### src/rtl/truth_table_pkg.sv
`default_nettype none
// truth_table_pkg: shared state encoding and counter sizing for the truth-table exerciser.
// Revision: 1.0
package truth_table_pkg;

  typedef enum logic [1:0] {
    IDLE = 2'd0,
    RUN  = 2'd1,
    DONE = 2'd2
  } state_e;

  // A single-cycle settle still needs a one-bit counter to stay legal.
  function automatic int cnt_width(input int settle);
    return (settle > 1) ? $clog2(settle) : 1;
  endfunction

endpackage
`default_nettype wire

### src/rtl/truth_table_exerciser_settle_timer.sv
`default_nettype none
// settle_timer: counts SETTLE enabled cycles per vector, pulsing last_o on the final one.
// Revision: 1.0
module settle_timer
  import truth_table_pkg::*;
#(
  parameter int SETTLE = 5
) (
  input  logic clk,
  input  logic rst_n,
  input  logic clear_i,
  input  logic enable_i,
  output logic last_o
);

  localparam int            CW       = cnt_width(SETTLE);
  localparam logic [CW-1:0] CNT_LAST = CW'(SETTLE - 1);

  logic [CW-1:0] cnt_q;

  assign last_o = enable_i && (cnt_q == CNT_LAST);

  always_ff @(posedge clk or negedge rst_n) begin
    if (!rst_n) begin
      cnt_q <= '0;
    end else if (clear_i || last_o) begin
      cnt_q <= '0;
    end else if (enable_i) begin
      cnt_q <= cnt_q + 1'b1;
    end
  end

endmodule
`default_nettype wire

### src/rtl/truth_table_exerciser.sv
`default_nettype none
// truth_table_exerciser: walks every input vector onto a combinational block and checks F.
// Revision: 1.0
module truth_table_exerciser
  import truth_table_pkg::*;
#(
  parameter int                    N_IN     = 3,
  parameter logic [(2**N_IN)-1:0]  EXPECTED = 8'b0100_0000,
  parameter int                    SETTLE   = 5
) (
  input  logic            clk,
  input  logic            rst_n,
  input  logic            start,
  output logic [N_IN-1:0] abc_out,
  input  logic            f_in,
  output logic            busy,
  output logic            done,
  output logic            pass,
  output logic [N_IN:0]   fail_count,
  output logic            first_fail_valid,
  output logic [N_IN-1:0] first_fail_vec
);

  localparam logic [N_IN-1:0] VEC_LAST = '1;

  state_e          state_q;
  logic [N_IN-1:0] vec_q;
  logic            busy_q;
  logic            done_q;
  logic            pass_q;
  logic [N_IN:0]   fail_q;
  logic [N_IN:0]   fail_d;
  logic            ffv_q;
  logic [N_IN-1:0] ffvec_q;

  logic            run;
  logic            start_ok;
  logic            last;
  logic            mismatch;

  assign run      = (state_q == RUN);
  assign start_ok = start && (state_q != RUN);
  assign mismatch = (f_in != EXPECTED[vec_q]);
  assign fail_d   = fail_q + {{N_IN{1'b0}}, mismatch};

  settle_timer #(
    .SETTLE (SETTLE)
  ) u_timer (
    .clk      (clk),
    .rst_n    (rst_n),
    .clear_i  (start_ok),
    .enable_i (run),
    .last_o   (last)
  );

  always_ff @(posedge clk or negedge rst_n) begin
    if (!rst_n) begin
      state_q <= IDLE;
      vec_q   <= '0;
      busy_q  <= 1'b0;
      done_q  <= 1'b0;
      pass_q  <= 1'b0;
      fail_q  <= '0;
      ffv_q   <= 1'b0;
      ffvec_q <= '0;
    end else begin
      case (state_q)
        IDLE, DONE: begin
          if (start) begin
            state_q <= RUN;
            vec_q   <= '0;
            busy_q  <= 1'b1;
            done_q  <= 1'b0;
            pass_q  <= 1'b0;
            fail_q  <= '0;
            ffv_q   <= 1'b0;
            ffvec_q <= '0;
          end
        end
        RUN: begin
          if (last) begin
            if (mismatch) begin
              fail_q <= fail_d;
              if (!ffv_q) begin
                ffv_q   <= 1'b1;
                ffvec_q <= vec_q;
              end
            end
            // Final vector: pass must include this cycle's sample, hence fail_d.
            if (vec_q == VEC_LAST) begin
              state_q <= DONE;
              busy_q  <= 1'b0;
              done_q  <= 1'b1;
              pass_q  <= (fail_d == '0);
            end else begin
              vec_q <= vec_q + 1'b1;
            end
          end
        end
        default: begin
          state_q <= IDLE;
        end
      endcase
    end
  end

  assign abc_out          = vec_q;
  assign busy             = busy_q;
  assign done             = done_q;
  assign pass             = pass_q;
  assign fail_count       = fail_q;
  assign first_fail_valid = ffv_q;
  assign first_fail_vec   = ffvec_q;

endmodule
`default_nettype wire

### config.mk
export PLATFORM = sky130hd
export DESIGN_NAME = truth_table_exerciser
export DESIGN_NICKNAME = d
export VERILOG_FILES = /design/src/rtl/truth_table_pkg.sv /design/src/rtl/truth_table_exerciser_settle_timer.sv /design/src/rtl/truth_table_exerciser.sv
export SDC_FILE = /design/constraint.sdc
export NUM_CORES = 1
export LEC_CHECK = 0
export ABC_AREA = 1
export CAP_MARGIN = 20
export CORE_MARGIN = 2
export CORE_UTILIZATION = 52
export DETAILED_ROUTE_END_ITERATION = 16
export PLACE_DENSITY = 0.8
export SLEW_MARGIN = 30
export SYNTH_ARGS = -nofsm -noshare
export SYNTH_HDL_FRONTEND = slang
export SYNTH_SLANG_ARGS = --single-unit
export TNS_END_PERCENT = 10
### constraint.sdc
create_clock -name clk -period 2.3 [get_ports clk]
set_input_delay 0.575 -clock clk [delete_from_list [all_inputs] [get_ports clk]]
set_output_delay 0.575 -clock clk [all_outputs]
set_load 0.02 [all_outputs]
Yosys cells after proc, flatten, opt, wreduce, memory -nomap -nowiden
Memory sizes are Yosys's and may differ from the RTL's.
Cells that the tools add are included.
W data, S select, Z words.
{"block": "classes", "n_reduce_logical": 13, "addsub": 3, "muxes": 33, "eq_ne": 12, "n_lt_le_gt_ge": 1}
{"operator": "$mux W3", "n": 8}
{"operator": "$mux W4", "n": 3}
{"operator": "$ne A2 B2 Y1 const B", "n": 6}
{"operator": "$pmux W3 S2", "n": 2}
{"operator": "$reduce_and A4 Y1", "n": 3}
{"operator": "$mux W1", "n": 11}
{"operator": "$pmux W1 S2", "n": 4}
{"operator": "$pmux W4 S2", "n": 1}
{"operator": "$add A3 B1 Y3 const B", "n": 2}
{"operator": "$eq A3 B3 Y1 const B", "n": 2}
{"operator": "$mux W2", "n": 3}
{"operator": "$reduce_and A5 Y1", "n": 1}
{"operator": "$add A4 B1 Y4", "n": 1}
{"operator": "$logic_not A4 Y1", "n": 1}
{"operator": "$lt A3 B4 Y1 const B", "n": 1}
{"operator": "$pmux W2 S2", "n": 1}
{"operator": "$reduce_bool A2 Y1", "n": 2}
{"operator": "$reduce_and A3 Y1", "n": 1}
{"operator": "$eq A2 B1 Y1 const B", "n": 1}
{"operator": "$eq A2 B2 Y1 const B", "n": 1}
{"operator": "$logic_and A1 B1 Y1", "n": 2}
{"operator": "$logic_not A2 Y1", "n": 1}
{"operator": "$ne A2 B1 Y1 const B", "n": 1}
{"operator": "$reduce_or A2 Y1", "n": 1}
{"operator": "2 further kinds", "n": 2}
{"block": "totals", "out_inout_bits": 14, "word_cells": 72, "in_bits": 4, "romBits": 8, "reg_bits": 19, "n_memories": 1}
{"memory": "(no name shown)", "depth": 8, "word_bits": 1, "rd": 1, "rd_clocked_by_memory_dff": 0, "wr": 0, "line": "truth_table_exerciser.sv:43", "rtl": "assign mismatch = (f_in != EXPECTED[vec_q]);"}

Logic depth before layout (Yosys ltp)
{"block": "depth", "ltp_word": 8, "mapped_depth": 15, "mapped_depth_nobuf": 15}

Hierarchy
From an unflattened synthesis, not the netlist that was laid out.
{"block": "unflattened", "hier_cells": 136, "area_unflattened_um2": 1068.5}
{"mod": "truth_table_exerciser", "cells_each": 113, "seq_area_each_um2": 400.4, "area_each_um2": 894.6, "instances": 1}
{"mod": "settle_timer", "cells_each": 23, "seq_area_each_um2": 75.1, "area_each_um2": 173.9, "instances": 1}

Worst setup path before layout
OpenSTA, ideal clock, no wires.
{"block": "synth_timing", "kind": "register to register", "from": "register vec_q[0], in the netlist abc_out[0]", "to": "register pass_q, in the netlist pass", "n_path_buf": 0, "t_required_ns": 2.235, "stages_incl_launch_ff": 16, "period_less_slack_ns": 2.017, "arrival_time_ns": 1.952, "slack_ns": 0.283, "setup_time_ns": 0.065, "cell_sequence": "dfrtp_1 > inv_1 > ha_1 > nand2_1 > nand2_1 > nand2_1 > inv_1 > ha_1 > ha_1 > inv_1 > nand2_1 > nor2_1 > nand2_1 > nor2_1 > nand2_1 > nand2_1"}
{"block": "synth_between", "elab_chain_cells": 8, "elab_cells_between_ends": 11, "cone_classes": "1 x add/sub; 3 x eq/ne; 4 x mux; 2 x reduce/logical; 1 x memory"}
{"element": "from (decl)", "line": "truth_table_exerciser.sv:27", "rtl": "logic [N_IN-1:0] vec_q;"}
{"element": "from (signal assigned)", "line": "truth_table_exerciser.sv:96", "rtl": "vec_q <= vec_q + 1'b1;"}
{"element": "$mem_v2 Z8 W1"}
{"element": "$mux W1 (not written as such)", "line": "truth_table_exerciser.sv:43"}
{"element": "$ne A1 B1 Y1", "line": "truth_table_exerciser.sv:43"}
{"element": "$add A4 B1 Y4", "line": "truth_table_exerciser.sv:44", "rtl": "assign fail_d = fail_q + {{N_IN{1'b0}}, mismatch};"}
{"element": "$logic_not A4 Y1", "line": "truth_table_exerciser.sv:94", "rtl": "pass_q <= (fail_d == '0);"}
{"element": "$mux W1", "line": "truth_table_exerciser.sv:90", "rtl": "if (vec_q == VEC_LAST) begin"}
{"element": "$mux W1", "line": "truth_table_exerciser.sv:81", "rtl": "if (last) begin"}
{"element": "$pmux W1 S2", "line": "truth_table_exerciser.sv:67", "rtl": "case (state_q)"}
{"element": "to (signal assigned)", "line": "truth_table_exerciser.sv:94"}
{"element": "to (decl)", "line": "truth_table_exerciser.sv:30", "rtl": "logic pass_q;"}
Several ways; a longest one is shown, not always the timed one. The select of a mux whose other input is x is not followed.
A chain may end at the register's enable or synchronous reset.

Worst setup path after layout
{"block": "layout_timing", "from": "input port f_in", "to": "register pass_q, in the netlist pass"}
{"block": "layout_between", "elab_chain_cells": 6}
{"element": "from (decl)", "line": "truth_table_exerciser.sv:15", "rtl": "input logic f_in,"}
{"element": "$ne A1 B1 Y1", "line": "truth_table_exerciser.sv:43"}
{"element": "$add A4 B1 Y4", "line": "truth_table_exerciser.sv:44"}
{"element": "$logic_not A4 Y1", "line": "truth_table_exerciser.sv:94"}
{"element": "$mux W1", "line": "truth_table_exerciser.sv:90"}
{"element": "$mux W1", "line": "truth_table_exerciser.sv:81"}
{"element": "$pmux W1 S2", "line": "truth_table_exerciser.sv:67"}
No other way between the ends. The select of a mux whose other input is x is not followed.

==> qor.yml <==
row_count: 16
cp_data_arrival_time_ns: 2.29
syn_to_final_growth_pct: 21.3
cts.sinks: 19
cp.required_ns: 2.55
num-fill-cells: 171
drt_iter0_drc: 11
crit_buf_inv: 3
synth_area_um2: 1130
min_path_type: "reg -> reg"
fin_tns_setup_ns: 0
antenna_left: 0
fp.dieArea_um2: 2570
synth-xor-area-share: 0.0155
cp-end-kind: "register"
grt_pass1_vias: 883
holdWs_ns: 0.489
crit_top_cell: "nand2_1"
vdd.ir_drop.worst_uv: 679
cts_tree: "done"
power.density_nw_per_um2: 1260
postSynthAreaPerCell_um2: 8.33
final_cells: 186
cp_max_fo: 2
period_needed_ns: 2.04
synth_edf_count: 0
via_per_inst: 5.06
synth-seq-area-share: 0.420
post-route-period-util: 0.887
chipHeight_um: 50.7
numPortBuffers: 17
fin_nets: 171
synthAdderAreaFrac: 0.0773
drcViolationCount: 0
worstSetupPathType: "in -> reg"
drtPass1Iterations: 4
fin_skew_ns: 0.00417
leakagePower_nw: 0.712
ys_ff_latch: 19
placed_area_um2: 1350
rsz0062_at_grt: "no"
top_level_ports: 18
dp_hpwl_mm: 1.64
core-area_um2: 2000
fin_util: 0.686
multiInputGateArea_um2: 561
post_cts_resized: 0
synth-simple-area-share: 0.349
cp_cell_sequence: "clkdlybuf4s50_1 > nand3_1 > nand2_1 > inv_1 > ha_1 > ha_1 > inv_1 > nand2_1 > nor2_1 > nand2_1 > nor2_1 > nand2_1 > nand2_1"
track_usage: 0.203
start_util: 0.566
muxShareOfSynthArea: 0
critical-path-top-delay-family: "buffers and inverters"
overflow: 0
clkTransAtPathRegs_ns: 0.10
grt_antenna_before_repair: 0
outcome: "completed"
slowest_delay_ns: 0.48
diodes: 0
post_drt_wl_per_cell_um: 11.6
syn-instance-count: 136
synth_cell_type_count: 24
synth_ff_type: "dfrtp_1"
cts_buffers: 3
syn_nets: 147
final_area_um2: 1370
wl_mm: 2.15
slew_violations: 0
critPathSlowestCell: "clkdlybuf4s50_1"
synth-compound-area-share: 0.0530
drive_gt1_frac: 0.164
grt_pass1_wl_mm: 3.82
dp_cells: 182
htree_levels: 1
clkLatencyLatePin_ns: 0.30
synthArstFlopShare: 1.00
synth_top_family_by_area: "simple AND/OR/NAND/NOR gates"
cts-hold-fix-buffers: 0
setup_violations: 0
hold_violations: 0
post_cts_buffers: 0
root_buffer: "clkbuf_4"
clock_tree.buffer_depth: 2
relSlewSlack: 0.773
timing.fmax_mhz: 490
worst_slew_pin_slew_ns: 0.337
ff_latch_area_um2: 475
cp-start-kind: "input port"
dieWidth_um: 50.7
grt_max_degree: 20
place_congestion: 0.780
vias: 942
max-cap-violations: 0
synth_warnings: 0
==> cells by family after synthesis <==
kind of cell | Yosys count
compound gates | 10
flops | 19
xor+xnor | 2
simple gates | 76
buf+inv | 22
fa+ha+maj | 7
==> cell usage after synthesis, types with 2 or more instances <==
| cell | number | area [um2] |
|---|---|---|
| nand2_1 | 43 | 161 |
| dfrtp_1 | 19 | 475 |
| inv_1 | 16 | 60.1 |
| nor2_1 | 9 | 33.8 |
| ha_1 | 7 | 87.6 |
| nand4_1 | 6 | 37.5 |
| o21ai_0 | 6 | 30.0 |
| nand3_1 | 4 | 20.0 |
| inv_2 | 3 | 11.3 |
| nand2_4 | 3 | 33.8 |
| nand2_2 | 2 | 12.5 |
| nand3_2 | 2 | 20.0 |
| nand3_4 | 2 | 35.0 |
| nor2_4 | 2 | 22.5 |
| o21ai_2 | 2 | 17.5 |
| xnor2_1 | 2 | 17.5 |
==> where the power goes <==
group | internal, mW | leakage (nW) | switching (mW)
registers | 0.457 | 0.239 | 0.112
logic | 0.403 | 0.458 | 0.589
clock network | 0.0677 | 0.0150 | 0.102
total | 0.928 | 0.712 | 0.803
==> placed cells by master (no fill, tap or decap) <==
master,instances
o211ai_1,1
nand3_1,4
inv_1,16
or2_1,1
xnor2_1,2
nor2_4,2
nand4_1,6
nand3_4,2
nand2_4,3
dfrtp_1,19
o21ai_0,6
a21oi_1,1
clkbuf_1,1
nor2_1,9
o21ai_2,2
nand2_1,43
inv_2,3
clkdlybuf4s50_1,17
or2_2,1
clkinv_4,1
clkbuf_4,3
nand3_2,2
nand2_2,2
clkinv_2,1
nor2_2,1
buf_4,3
ha_1,7
==> layout make-up <==
type,instances,share of cell area
Multi-Input combinational cell,95,0.408
Sequential cell,19,0.346
Timing Repair Buffer,20,0.140
Inverter,21,0.0619
Tap cell,27,0.0246
Clock buffer,4,0.0191
==> tightest hold or removal path, cell delays in order, from the launching register on <==
cell     delay, ns
dfrtp_1       0.36
nand2_1       0.06
nand2_1       0.05
==> path summary, 6_finish.rpt <==
path                                               start                       endpoint  slack (ns)  cells past startpoint
max                                                 f_in               pass$_DFFE_PN0P_        0.26                     13
min                        first_fail_vec[2]$_DFFE_PN0P_  first_fail_vec[2]$_DFFE_PN0P_        0.49                      2
max reg2reg                       abc_out[0]$_DFFE_PN0P_               pass$_DFFE_PN0P_        0.28                     15
min reg2reg                first_fail_vec[2]$_DFFE_PN0P_  first_fail_vec[2]$_DFFE_PN0P_        0.49                      2
max in group asynchronous                          rst_n      fail_count[1]$_DFFE_PN0P_        1.50                      2
min in group asynchronous                          rst_n               done$_DFFE_PN0P_        0.60                      2
==> through the flow <==
stage / worst slack, ns / power [mW]
global route: 0.0686 / 1.89
finish: 0.259 / 1.73
global placement: 0.0152 / 1.53
detailed placement: -0.0475 / 1.57
floorplan: 0.283 / 1.24
CTS: 0.263 / 1.75
==> metal layers <==
| layer | share of wire | track usage |
|---|---|---|
| met5 | 0 | 0 |
| met4 | 0.020 | 0.0946 |
| met3 | 0.037 | 0.0446 |
| met2 | 0.47 | 0.331 |
| met1 | 0.48 | 0.254 |
==> state kept, by name, summed over array words and instances (netlist names) <==
signal / cells
abc_out: 3
busy: 1
done: 1
fail_count: 4
first_fail_valid: 1
first_fail_vec: 3
pass: 1
state_q: 2
u_timer.cnt_q: 3
No activity file was read; power rests on OpenSTA's default activity.
